$ cat src/rtl/key_debounce.sv
// -----------------------------------------------------------------------------
// key_debounce
//
// Multi-key debouncer and edge-pulse generator. A slow sampling strobe is
// taken from the rising edge of one bit of the shared free-running divider
// count. Raw keys pass through a two-flop synchronizer. A key's new level is
// accepted only after it has been seen on STABLE_CNT consecutive strobes.
// Each acceptance raises a one-clock press or release pulse.
//
// Parameters:
//   N_KEYS     number of independent key channels
//   TAP        divider bit used as the sampling strobe (0..31)
//   STABLE_CNT consecutive strobes a changed level must persist (>= 1)
//
// Ports:
//   clk          system clock, shared with the divider
//   rst          synchronous, active-high reset
//   clkdiv       free-running divider count
//   key_in       raw asynchronous key levels (1 = pressed by default)
//   key_state    registered debounced level per key
//   key_press    one-clk pulse when key_state goes 0->1
//   key_release  one-clk pulse when key_state goes 1->0
//
// Optional feature (compile-time macro KEY_ACTIVE_LOW_EN):
//   When defined, key_in is inverted ahead of the synchronizer, so a board
//   level of 0 means pressed. Internally 0 still means released.
// -----------------------------------------------------------------------------
module key_debounce #(
  parameter int N_KEYS     = 4,
  parameter int TAP        = 17,
  parameter int STABLE_CNT = 4
) (
  input  logic              clk,
  input  logic              rst,
  input  logic [31:0]       clkdiv,
  input  logic [N_KEYS-1:0] key_in,
  output logic [N_KEYS-1:0] key_state,
  output logic [N_KEYS-1:0] key_press,
  output logic [N_KEYS-1:0] key_release
);

  localparam int            CW       = $clog2(STABLE_CNT + 1);
  localparam logic [CW-1:0] CNT_LAST = CW'(STABLE_CNT - 1);

  typedef enum logic {
    ST_STABLE,
    ST_PENDING
  } state_e;

  logic              tap_q, tap_d;
  logic              tick;
  logic [N_KEYS-1:0] key_raw;
  logic [N_KEYS-1:0] sync1_q, sync1_d;
  logic [N_KEYS-1:0] sync2_q, sync2_d;
  logic [N_KEYS-1:0] key_state_q, key_state_d;
  logic [N_KEYS-1:0] key_press_q, key_press_d;
  logic [N_KEYS-1:0] key_release_q, key_release_d;
  state_e            state_q [N_KEYS];
  state_e            state_d [N_KEYS];
  logic [CW-1:0]     cnt_q   [N_KEYS];
  logic [CW-1:0]     cnt_d   [N_KEYS];

  // Only one divider bit is used; the rest are folded into a dummy signal.
  logic clkdiv_unused;
  assign clkdiv_unused = ^clkdiv;

`ifdef KEY_ACTIVE_LOW_EN
  assign key_raw = ~key_in;
`else
  assign key_raw = key_in;
`endif

  // Strobe on the 0->1 edge of the tap bit.
  assign tap_d   = clkdiv[TAP];
  assign tick    = clkdiv[TAP] & ~tap_q;
  assign sync1_d = key_raw;
  assign sync2_d = sync1_q;

  // NOTE: every output of a combinational block gets a default before any
  // branch; a path that leaves one unassigned would infer a latch.
  always_comb begin
    key_state_d   = key_state_q;
    key_press_d   = '0;
    key_release_d = '0;
    for (int k = 0; k < N_KEYS; k++) begin
      state_d[k] = state_q[k];
      cnt_d[k]   = cnt_q[k];
      if (tick) begin
        if (sync2_q[k] != key_state_q[k]) begin
          // In ST_STABLE cnt is zero, so a single-strobe setting accepts at once.
          case (state_q[k])
            ST_STABLE, ST_PENDING: begin
              if (cnt_q[k] == CNT_LAST) begin
                key_state_d[k]   = ~key_state_q[k];
                key_press_d[k]   = ~key_state_q[k];
                key_release_d[k] = key_state_q[k];
                cnt_d[k]         = '0;
                state_d[k]       = ST_STABLE;
              end else begin
                cnt_d[k]   = cnt_q[k] + CW'(1);
                state_d[k] = ST_PENDING;
              end
            end
            default: begin
              cnt_d[k]   = '0;
              state_d[k] = ST_STABLE;
            end
          endcase
        end else begin
          // Level matches again: any partial run is a glitch and is dropped.
          cnt_d[k]   = '0;
          state_d[k] = ST_STABLE;
        end
      end
    end
  end

  // NOTE: sequential state is written with non-blocking assignments only, so
  // every flop samples the pre-edge value of its neighbours.
  always_ff @(posedge clk) begin
    if (rst) begin
      // tap_q starts high so a tap bit already at 1 does not fake an edge.
      tap_q         <= 1'b1;
      sync1_q       <= '0;
      sync2_q       <= '0;
      key_state_q   <= '0;
      key_press_q   <= '0;
      key_release_q <= '0;
      // NOTE: the per-key counter arrays are tiny flop banks, not RAM, so
      // they are reset with everything else to discard pending progress.
      for (int k = 0; k < N_KEYS; k++) begin
        state_q[k] <= ST_STABLE;
        cnt_q[k]   <= '0;
      end
    end else begin
      tap_q         <= tap_d;
      sync1_q       <= sync1_d;
      sync2_q       <= sync2_d;
      key_state_q   <= key_state_d;
      key_press_q   <= key_press_d;
      key_release_q <= key_release_d;
      for (int k = 0; k < N_KEYS; k++) begin
        state_q[k] <= state_d[k];
        cnt_q[k]   <= cnt_d[k];
      end
    end
  end

  assign key_state   = key_state_q;
  assign key_press   = key_press_q;
  assign key_release = key_release_q;

endmodule

$ cat config.mk
export PLATFORM = sky130hd
export DESIGN_NAME = key_debounce
export DESIGN_NICKNAME = d
export VERILOG_FILES = /design/src/rtl/key_debounce.sv
export SDC_FILE = /design/constraint.sdc
export NUM_CORES = 1
export LEC_CHECK = 0
export BUFFER_PORTS_ARGS = -buffer_cell sky130_fd_sc_hd__buf_2
export CAP_MARGIN = 20
export CORE_MARGIN = 4
export CORE_UTILIZATION = 40
export DETAILED_ROUTE_END_ITERATION = 6
export GPL_TIMING_DRIVEN = 0
export PLACE_DENSITY = 0.77
export SYNTH_ARGS = -nofsm -noshare
export SYNTH_HDL_FRONTEND = slang
export SYNTH_SLANG_ARGS = --single-unit
$ cat constraint.sdc
create_clock -name clk -period 1.8 [get_ports clk]
set_input_delay 0.27 -clock clk [delete_from_list [all_inputs] [get_ports clk]]
set_output_delay 0.27 -clock clk [all_outputs]
set_load 0.01 [all_outputs]
# After elaboration in Yosys (flattened, before gate mapping)
# Memories as Yosys holds them, arrays and structs flattened.
# Index checks and enable logic that the tools add are counted.
[classes]
n_addsub = 4
n_eq_ne = 8
n_mux = 19
bitwise = 19
n_reduce_logical = 8
[ops]
columns = ["cell", "n"]
rows = [
  ["two-way mux 3 bit", 16],
  ["OR reduction 4 bit", 4],
  ["inverter 1 bit", 14],
  ["adder 3 x 1 -> 3 bit, second input constant", 4],
  ["equality test 3 x 2 -> 1 bit, second input constant", 4],
  ["AND reduction 3 bit", 4],
  ["inequality test 1 bit", 4],
  ["bitwise OR 1 bit", 4],
  ["two-way mux 1 bit", 3],
  ["AND 1 bit", 1],
]
[totals]
ff_bits = 21
ram_bits = 12
input_bits = 38
output_inout_bits = 12
elab_cells = 74
n_memories = 1
[mem_list]
columns = ["memory", "words", "word_bits", "read_ports", "rd_ports_with_merged_regs", "write_ports", "line_no", "rtl"]
rows = [
  ["cnt_q", 4, 3, 4, 0, 4, "60", "logic [CW-1:0] cnt_q [N_KEYS];"],
]

# Depth between registers and ports, before layout
# Gate-level depths: netlist (run 1).
[depth]
ltp_word = 5
depth_mapped = 4
depth_no_buf = 4

# Least setup slack after synthesis (run 1)
# OpenSTA, ideal clock, no wires.
[synth_path]
path_kind = "reg2reg"
from = "mem cnt_q[3][0] (netlist name)"
to = "mem cnt_q[3][0] (netlist name)"
setup_ns = 0.070
t_arrival_ns = 1.265
required_ns = 1.730
setup_slack_ns = 0.465
path_stages_with_launch = 5
n_path_buf = 0
synth_period_minus_slack_ns = 1.335
path_cell_list = "dfxtp_1 -> ha_1 -> and2b_1 -> or4_1 -> a21oi_1"
[synth_rtl]
columns = ["element", "line_no"]
rows = [
  ["start: declaration", "60"],
]

==> impl_metrics.env, run 1 <==
export IMPL_portBuffers=18
export IMPL_skew_ps=4.81
export IMPL_cp_end_kind="flop"
export IMPL_track_usage=0.132
export IMPL_finalHoldViolations=0
export IMPL_drv_cap=0
export IMPL_yosys_warnings=0
export IMPL_synth_seq_cells=33
export IMPL_fin_crit_ps=1450
export IMPL_viasPerCell=5.21
export IMPL_initial_core_util=0.429
export IMPL_antenna_found_initial=0
export IMPL_clk_latency_ps=320
export IMPL_tightest_slew_ps=680
export IMPL_synthTopCellsByArea="dfxtp_1 (54%), nor3b_1 (6.8%), nor2b_1 (6.2%)"
export IMPL_path_delay_family="simple AND/OR/NAND/NOR gates"
export IMPL_grt_max_degree=11
export IMPL_crit_required_ps=2050
export IMPL_dieArea_sq_mm=0.00398
export IMPL_crit_path_top_delay_cell="or4_1"
export IMPL_clk_pin_slew_worst_paths_ps=90
export IMPL_gr_total_overflow=0
export IMPL_drtIter0Drc=30
export IMPL_die_w_microns=63.1
export IMPL_cts_repair_resized=0
export IMPL_fmax_mhz=691
export IMPL_yosysTopAreaCell="dfxtp_1"
export IMPL_rsz0062_at_grt="false"
export IMPL_reg2reg_slack_ps=350
export IMPL_critPathArrivalTime_ps=1700
export IMPL_gp_congestion=0.700
export IMPL_synth_top_area_frac=0.544
export IMPL_setup_tns_final_ps=0
export IMPL_cts_sinks=33
export IMPL_slew_viol_final=0
export IMPL_first_global_vias=992
export IMPL_post_cts_setup_buffer_count=0
export IMPL_pwr_density_cell_mw_per_mm2=844
export IMPL_fin_crit_sh=0.804
export IMPL_routed_wl_microns=2330
export IMPL_critPathLaunchType="flop"
export IMPL_placed_cells=170
export IMPL_fill_cells=261
export IMPL_final_cell_mix="dfxtp_1 (33), buf_2 (20), a21oi_1 (14)"
export IMPL_setup_violations=0
export IMPL_netlist_instances=121
export IMPL_clock_path_buffers=2
export IMPL_die_h_microns=63.1
export IMPL_setup_ws_ps=353
export IMPL_dr_pass1_iters=4
export IMPL_rows=19
export IMPL_syn_avg_cell_area_sq_um=10.0
export IMPL_vias=928
export IMPL_core_sq_mm=0.00283
export IMPL_wire_per_inst_microns=13.1
export IMPL_cts_hold_buf=0
export IMPL_path_cells="ha_1, and2b_1, or4_1, a21oi_1"
export IMPL_vdd_ir_drop_max_v=0.000518
export IMPL_path_buf_inv=0
export IMPL_finalNonFillerCells=178
export IMPL_dp_hpwl_microns=1660
export IMPL_finish_utilization=0.492
export IMPL_hold_path_class="primary input to flop"
export IMPL_htree_levels=2
export IMPL_cts_made_buffers=5
export IMPL_final_common_cell="dfxtp_1"
export IMPL_finalNetCount=188
export IMPL_synth_fp_nets=163
export IMPL_clockRootBuffer="clkbuf_4"
export IMPL_synth_cell_types=22
export IMPL_yosysSeqAreaShare=0.544
export IMPL_drcViolationCount=0
export IMPL_slew_limit_headroom=0.546
export IMPL_path_max_fanout=4
export IMPL_grt_pass1_wl_microns=4090
export IMPL_synth_area_sq_mm=0.00121
export IMPL_synthToLayoutAreaGrowth_pct=14.6
export IMPL_ioPinCount=50
export IMPL_layout_drive_gt1_share=0.190
export IMPL_cellLeakagePower_uw=0.000567
export IMPL_status="finished clean"
export IMPL_diodes=0
export IMPL_critical_path_class="flop to flop"
export IMPL_cp_slowest_stage_delay_ps=510
export IMPL_ant_nets=0
export IMPL_cts_tree="built"
export IMPL_dp_slack_ps=319
## stage by stage
| stage | cell area (sq um) | hold WS [ps] | total power, uW |
|---|---|---|---|
| after global routing | 1390 | 159 | 1240 |
| after floorplan | 1210 | 342 | 790 |
| final | 1390 | 155 | 1170 |
| after detailed placement | 1340 | 428 | 808 |
| after global placement | 1340 | 420 | 805 |
| after CTS | 1390 | 136 | 1190 |
## registers in the layout, indices dropped and copies added (netlist names)
register,cells
cnt_q,12
key_press,4
key_release,4
key_state,4
sync1_q,4
sync2_q,4
tap_q,1
## cells in the mapped netlist
| cell | n |
|---|---|
| dfxtp_1 | 33 |
| a21oi_1 | 14 |
| nand2_1 | 12 |
| nor2b_1 | 12 |
| nor3b_1 | 11 |
| ha_1 | 4 |
| nand3_1 | 4 |
| o21ai_0 | 4 |
| nand2b_1 | 3 |
| a21bo_2 | 2 |
| and3b_1 | 2 |
| buf_2 | 2 |
| clkbuf_1 | 2 |
| inv_1 | 2 |
| nand3b_1 | 2 |
| nand4_1 | 2 |
| nand4b_1 | 2 |
| or4_1 | 2 |
| xnor2_1 | 2 |
| xor2_1 | 2 |
| and2b_1 | 1 |
| or2_2 | 1 |
## layer usage
metal	global-route usage	wire [microns]	vias to the layer above
met1	0.144	967	426
met2	0.211	1190	29
met5	0	0	-
li1	-	-	469
met4	0.0882	25	0
met3	0.0515	144	4
## area by class of cell
cell class	count	area (sq um)	area share
Timing Repair Buffer	18	90.1	0.0647
Tap cell	31	38.8	0.0279
Sequential cell	33	661	0.475
Buffer	4	17.5	0.0126
Inverter	2	7.51	0.00540
Multi-Input combinational cell	82	528	0.379
Clock buffer	8	48.8	0.0351
## report_power, final
part	switching [uW]	leakage (uW)	internal, uW
sequential	6.53	0.000268	740
clock	228	0.0000265	156
combinational	26.1	0.000272	18.7
## cells by family after synthesis
logic type / after synthesis / share of synthesized area
fa+ha+maj: 4 / 0.0412
simple gates: 54 / 0.274
flops: 33 / 0.544
compound gates: 20 / 0.0907
buf+inv: 6 / 0.0206
xor+xnor: 4 / 0.0289
## worst paths after layout
kind,from,to,depth (start not counted)
setup reg to reg,cnt_q[3][0],cnt_q[3][0],4
hold / removal,key_in[3],sync1_q[3],2
setup / recovery,cnt_q[3][0],cnt_q[3][0],4
hold reg to reg,sync1_q[3],sync2_q[3],1
## worst register-to-register path, cell delays in order, from the launching register on
cell     delay, ps
dfxtp_1        330
ha_1           210
and2b_1        200
or4_1          510
a21oi_1        130
Note: power is estimated with default switching activity, not from simulation.
==> run 2, diff against run 1 <==
--- a/config.mk
+++ b/config.mk
@@ -11,7 +11,7 @@
 export CORE_UTILIZATION = 40
 export DETAILED_ROUTE_END_ITERATION = 6
 export GPL_TIMING_DRIVEN = 0
-export PLACE_DENSITY = 0.77
+export PLACE_DENSITY = 0.8
 export SYNTH_ARGS = -nofsm -noshare
 export SYNTH_HDL_FRONTEND = slang
 export SYNTH_SLANG_ARGS = --single-unit
==> constraint.sdc (replaced) <==
create_clock -name clk -period 1.2 [get_ports clk]
set_input_delay 0.18 -clock clk [delete_from_list [all_inputs] [get_ports clk]]
set_output_delay 0.18 -clock clk [all_outputs]
set_load 0.01 [all_outputs]
==> run 2 against run 1 <==
Compared with the run above:
- the run now ends with setup timing left
- cell area is 7.6% higher
- combinational power is 76% higher
- clock power is 64% higher
- final cell count is 0.56% higher
- sequential power is 50% higher
- core utilization is 3.8 points higher
- clock skew is 2.3 ps higher
- global-route usage hardly changed
- maximum frequency is 2.3% higher
- critical path type unchanged
- critical endpoint unchanged
==> impl_metrics.env, run 2 (synthesized netlist as in run 1, its figures left out) <==
export IMPL_viasPerCell=5.20
export IMPL_finalNetCount=190
export IMPL_wire_per_inst_microns=14.0
export IMPL_setup_tns_final_ps=-317
export IMPL_critical_path_class="flop to flop"
export IMPL_antenna_found_initial=0
export IMPL_ioPinCount=50
export IMPL_finalHoldViolations=0
export IMPL_top_register="cnt_q"
export IMPL_clk_latency_ps=330
export IMPL_clockRootBuffer="clkbuf_4"
export IMPL_final_cell_mix="dfxtp_1 (30), buf_2 (19), nand2_1 (12), a21oi_1 (12)"
export IMPL_core_sq_mm=0.00283
export IMPL_diodes=0
export IMPL_hold_path_class="primary input to flop"
export IMPL_path_max_fanout=2
export IMPL_critPathArrivalTime_ps=1670
export IMPL_rr_worst_depth=4
export IMPL_vias=931
export IMPL_use_met1=0.142
export IMPL_initial_core_util=0.429
export IMPL_grt_pass1_wl_microns=4070
export IMPL_grt_util_met2=0.229
export IMPL_reg2reg_slack_ps=-210
export IMPL_clk_pin_slew_worst_paths_ps=90
export IMPL_largest_reg_flops=12
export IMPL_rows=19
export IMPL_htree_levels=2
export IMPL_crit_required_ps=1460
export IMPL_cts_sinks=33
export IMPL_slew_limit_headroom=0.661
export IMPL_cts_made_buffers=5
export IMPL_r2r_end="cnt_q[3][0]"
export IMPL_rsz0062_at_grt="true"
export IMPL_layout_drive_gt1_share=0.331
export IMPL_cellLeakagePower_uw=0.000594
export IMPL_fin_crit_ps=1410
export IMPL_slew_viol_final=0
export IMPL_clock_path_buffers=2
export IMPL_cts_tree="built"
export IMPL_drcViolationCount=0
export IMPL_synthToLayoutAreaGrowth_pct=23.4
export IMPL_regToRegStartpoint="cnt_q[3][0]"
export IMPL_setup_ws_ps=-214
export IMPL_pwr_density_cell_mw_per_mm2=1220
export IMPL_drtIter0Drc=15
export IMPL_grt_max_degree=11
export IMPL_setup_violations=3
export IMPL_met3_usage=0.0391
export IMPL_fin_area_sq_mm=0.00150
export IMPL_endpoint="cnt_q[3][0]"
export IMPL_finish_utilization=0.529
export IMPL_ant_nets=0
export IMPL_fin_crit_sh=1.18
export IMPL_vdd_ir_drop_max_v=0.000770
export IMPL_gr_total_overflow=0
export IMPL_p_total_uw=1830
export IMPL_drv_cap=0
export IMPL_die_h_microns=63.1
export IMPL_fmax_mhz=707
export IMPL_first_global_vias=949
export IMPL_violations="setup timing"
export IMPL_skew_ps=7.10
export IMPL_die_w_microns=63.1
export IMPL_gp_congestion=0.699
export IMPL_tightest_slew_ps=508
export IMPL_critPathLaunchType="flop"
export IMPL_cp_end_kind="flop"
export IMPL_startpoint="cnt_q[3][0]"
export IMPL_dp_hpwl_microns=1610
export IMPL_routed_wl_microns=2510
export IMPL_status="complete, but fails checks"
export IMPL_top_usage_layer="met2"
export IMPL_final_common_cell="dfxtp_1"
export IMPL_dieArea_sq_mm=0.00398
export IMPL_portBuffers=18
export IMPL_dpl_cell_area_sq_mm=0.00136
export IMPL_track_usage=0.132
export IMPL_dr_pass1_iters=4
export IMPL_hold_worst_slack_ps=61.6
-- run 2: report_power, final --
part | leakage [uW] | internal, uW | switching [uW]
Sequential | 0.000269 | 1110 | 12.5
Clock | 0.0000314 | 276 | 352
Combinational | 0.000294 | 34.9 | 43.8
Total | 0.000594 | 1420 | 408
-- run 2: worst min path at each step --
stage	from	end	depth (start not counted)
6_report	key_in[1]	sync1_q[1]	2
5_1_grt	key_in[0]	sync1_q[0]	2
4_1_cts	key_in[1]	sync1_q[1]	2
3_5_place_dp	key_in[1]	sync1_q[1]	2
3_3_place_gp	key_in[3]	sync1_q[3]	2
2_1_floorplan	rst	sync1_q[3]	1
-- run 2: routing by layer --
layer	vias to the layer above	share of wire
li1	468	-
met1	437	0.43
met5	-	0
met2	19	0.51
met3	7	0.037
met4	0	0.022
-- run 2: repair_timing --
item	in CTS	in global routing
endpoints found under the setup margin	20	16
hold buffers	0	0
gates resized for setup	7	13
pin swaps	3	2
setup buffers	2	1
-- run 2: critical path, stage by stage, from the launching register on --
cell,delay (ps)
dfxtp_2,350
ha_4,150
and2b_2,200
or4_4,520
a21oi_2,130
-- run 2: layout make-up --
| cell class | instances | area [sq um] |
|---|---|---|
| Buffer | 4 | 20.0 |
| Clock buffer | 7 | 55.1 |
| Fill cell | 254 | 1330 |
| Inverter | 2 | 7.51 |
| Multi-Input combinational cell | 82 | 607 |
| Sequential cell | 33 | 664 |
| Tap cell | 31 | 38.8 |
| Timing Repair Buffer | 20 | 105 |
-- run 2: metrics by stage --
stage	cells	setup WS (ps)
2_1_floorplan	121	-131
3_3_place_gp	170	-167
3_5_place_dp	170	-213
4_1_cts	179	-200
5_1_grt	179	-244
6_report	179	-214
==> run 3, diff against run 2 <==
--- a/config.mk
+++ b/config.mk
@@ -12,6 +12,7 @@
 export DETAILED_ROUTE_END_ITERATION = 6
 export GPL_TIMING_DRIVEN = 0
 export PLACE_DENSITY = 0.8
+export SKIP_CTS_REPAIR_TIMING = 1
 export SYNTH_ARGS = -nofsm -noshare
 export SYNTH_HDL_FRONTEND = slang
 export SYNTH_SLANG_ARGS = --single-unit
==> run 3 against run 2 <==
Compared with the run above:
- the flow still finishes with violations (setup timing)
- highest routed layer unchanged
- via count grew 1.2%
- final cell count shrank 0.56%
- core utilization shrank 0.40 points
- first-iteration DRC count grew 27%
==> impl_metrics.env, run 3 (synthesized netlist as in run 1, its figures left out) <==
export IMPL_violations="setup timing"
export IMPL_synthToLayoutAreaGrowth_pct=22.5
export IMPL_final_cell_mix="dfxtp_1 (31), buf_2 (18), nand2_1 (12), a21oi_1 (12)"
export IMPL_dieArea_sq_mm=0.00398
export IMPL_hold_worst_slack_ps=63.3
export IMPL_tightest_slew_ps=500
export IMPL_drv_cap=0
export IMPL_wire_per_inst_microns=13.9
export IMPL_p_sw_frac=0.224
export IMPL_largest_reg_flops=12
export IMPL_fin_crit_ps=1450
export IMPL_path_cells="ha_4, and2b_2, or4_4, a21oi_2"
export IMPL_finalNetCount=189
export IMPL_cp_slowest_stage_delay_ps=540
export IMPL_final_common_cell="dfxtp_1"
export IMPL_critical_path_class="flop to flop"
export IMPL_hold_path_class="primary input to flop"
export IMPL_rows=19
export IMPL_grt_pass1_wl_microns=3950
export IMPL_path_max_fanout=3
export IMPL_cts_tree="built"
export IMPL_pwr_density_cell_mw_per_mm2=1230
export IMPL_gp_congestion=0.699
export IMPL_status="complete, but fails checks"
export IMPL_setup_violations=3
export IMPL_finalNonFillerCells=178
export IMPL_seqPwrFrac=0.613
export IMPL_grt_max_degree=11
export IMPL_die_h_microns=63.1
export IMPL_p_comb_frac=0.042
export IMPL_gr_total_overflow=0
export IMPL_skew_ps=8.14
export IMPL_layout_drive_gt1_share=0.320
export IMPL_cts_sinks=33
export IMPL_fmax_mhz=691
export IMPL_diodes=0
export IMPL_finalHoldViolations=0
export IMPL_finish_utilization=0.525
export IMPL_portBuffers=18
export IMPL_initial_core_util=0.429
export IMPL_top_register="cnt_q"
export IMPL_p_total_uw=1830
export IMPL_cellLeakagePower_uw=0.000587
export IMPL_slew_limit_headroom=0.667
export IMPL_antenna_found_initial=0
export IMPL_path_delay_family="simple AND/OR/NAND/NOR gates"
export IMPL_reg2reg_slack_ps=-250
export IMPL_clkPwrFrac=0.345
export IMPL_cp_end_kind="flop"
export IMPL_placed_cells=170
export IMPL_rsz0062_at_grt="true"
export IMPL_dr_pass1_iters=4
export IMPL_track_usage=0.129
export IMPL_drcViolationCount=0
export IMPL_first_global_vias=941
export IMPL_fill_cells=255
export IMPL_crit_required_ps=1460
export IMPL_htree_levels=2
export IMPL_clockRootBuffer="clkbuf_4"
export IMPL_path_buf_inv=0
export IMPL_routed_wl_microns=2470
export IMPL_drtIter0Drc=19
export IMPL_dp_hpwl_microns=1610
export IMPL_ant_nets=0
export IMPL_fin_crit_sh=1.21
export IMPL_clk_pin_slew_worst_paths_ps=100
export IMPL_die_w_microns=63.1
export IMPL_viasPerCell=5.29
export IMPL_clock_path_buffers=2
export IMPL_critPathLaunchType="flop"
export IMPL_core_sq_mm=0.00283
export IMPL_slew_viol_final=0
export IMPL_p_int_uw=1420
export IMPL_clk_latency_ps=330
export IMPL_setup_ws_ps=-248
export IMPL_power_switching_uw=410
export IMPL_critPathArrivalTime_ps=1710
export IMPL_crit_path_top_delay_cell="or4_4"
export IMPL_vias=942
export IMPL_ioPinCount=50
export IMPL_cts_made_buffers=5
export IMPL_vdd_ir_drop_max_v=0.000769
run 3: changes by cell type in the layout (fill, tap and decap cells not counted), sizes merged:
cell    previous run  this run
buf               22        20
clkbuf             9        10
run 3: final timing paths:
check / start / endpoint / cells past startpoint
worst max-delay path: cnt_q[3][0] / cnt_q[3][0] / 4
worst min register to register: sync1_q[3] / sync2_q[3] / 1
worst max register to register: cnt_q[3][0] / cnt_q[3][0] / 4
worst min-delay path: key_in[1] / sync1_q[1] / 2
run 3: through the flow:
stage | cell area [sq um] | TNS [ps] | setup slack [ps]
global route | 1490 | -512 | -281
finish | 1490 | -358 | -248
CTS | 1410 | -1650 | -235
global placement | 1360 | -1150 | -167
floorplan | 1230 | -131 | -131
detailed placement | 1360 | -1520 | -213
run 3: metal layers:
layer | wire length (microns) | up-vias | track usage | part of all wire
met2 | 1250 | 25 | 0.231 | 0.50
met3 | 103 | 7 | 0.0391 | 0.042
met1 | 1070 | 442 | 0.131 | 0.43
li1 | - | 468 | - | -
met4 | 55 | 0 | 0.0744 | 0.022
met5 | 0 | - | 0 | 0
run 3: layout make-up:
class | instances | area, sq um | share of cell area
repair buffers | 19 | 97.6 | 0.0657
well taps | 31 | 38.8 | 0.0261
inverters | 2 | 7.51 | 0.00505
flip-flops and latches | 33 | 663 | 0.446
plain buffers | 4 | 22.5 | 0.0152
clock buffers | 7 | 55.1 | 0.0370
multi-input cells | 82 | 602 | 0.405
run 3: worst reg2reg max path, stage by stage, from the launching register on:
cell and delay (ps):
dfxtp_2 360, ha_4 160, and2b_2 200, or4_4 540
a21oi_2 130
run 3: power by group through the flow:
| stage | registers [uW] | logic, uW | clock network [uW] |
|---|---|---|---|
| finish | 1120 | 76.4 | 632 |
| global route | 1120 | 84.5 | 681 |
| CTS | 1120 | 67.5 | 634 |
| detailed placement | 1150 | 67.4 | 0 |
| global placement | 1140 | 63.5 | 0 |
| floorplan | 1140 | 41.7 | 0 |
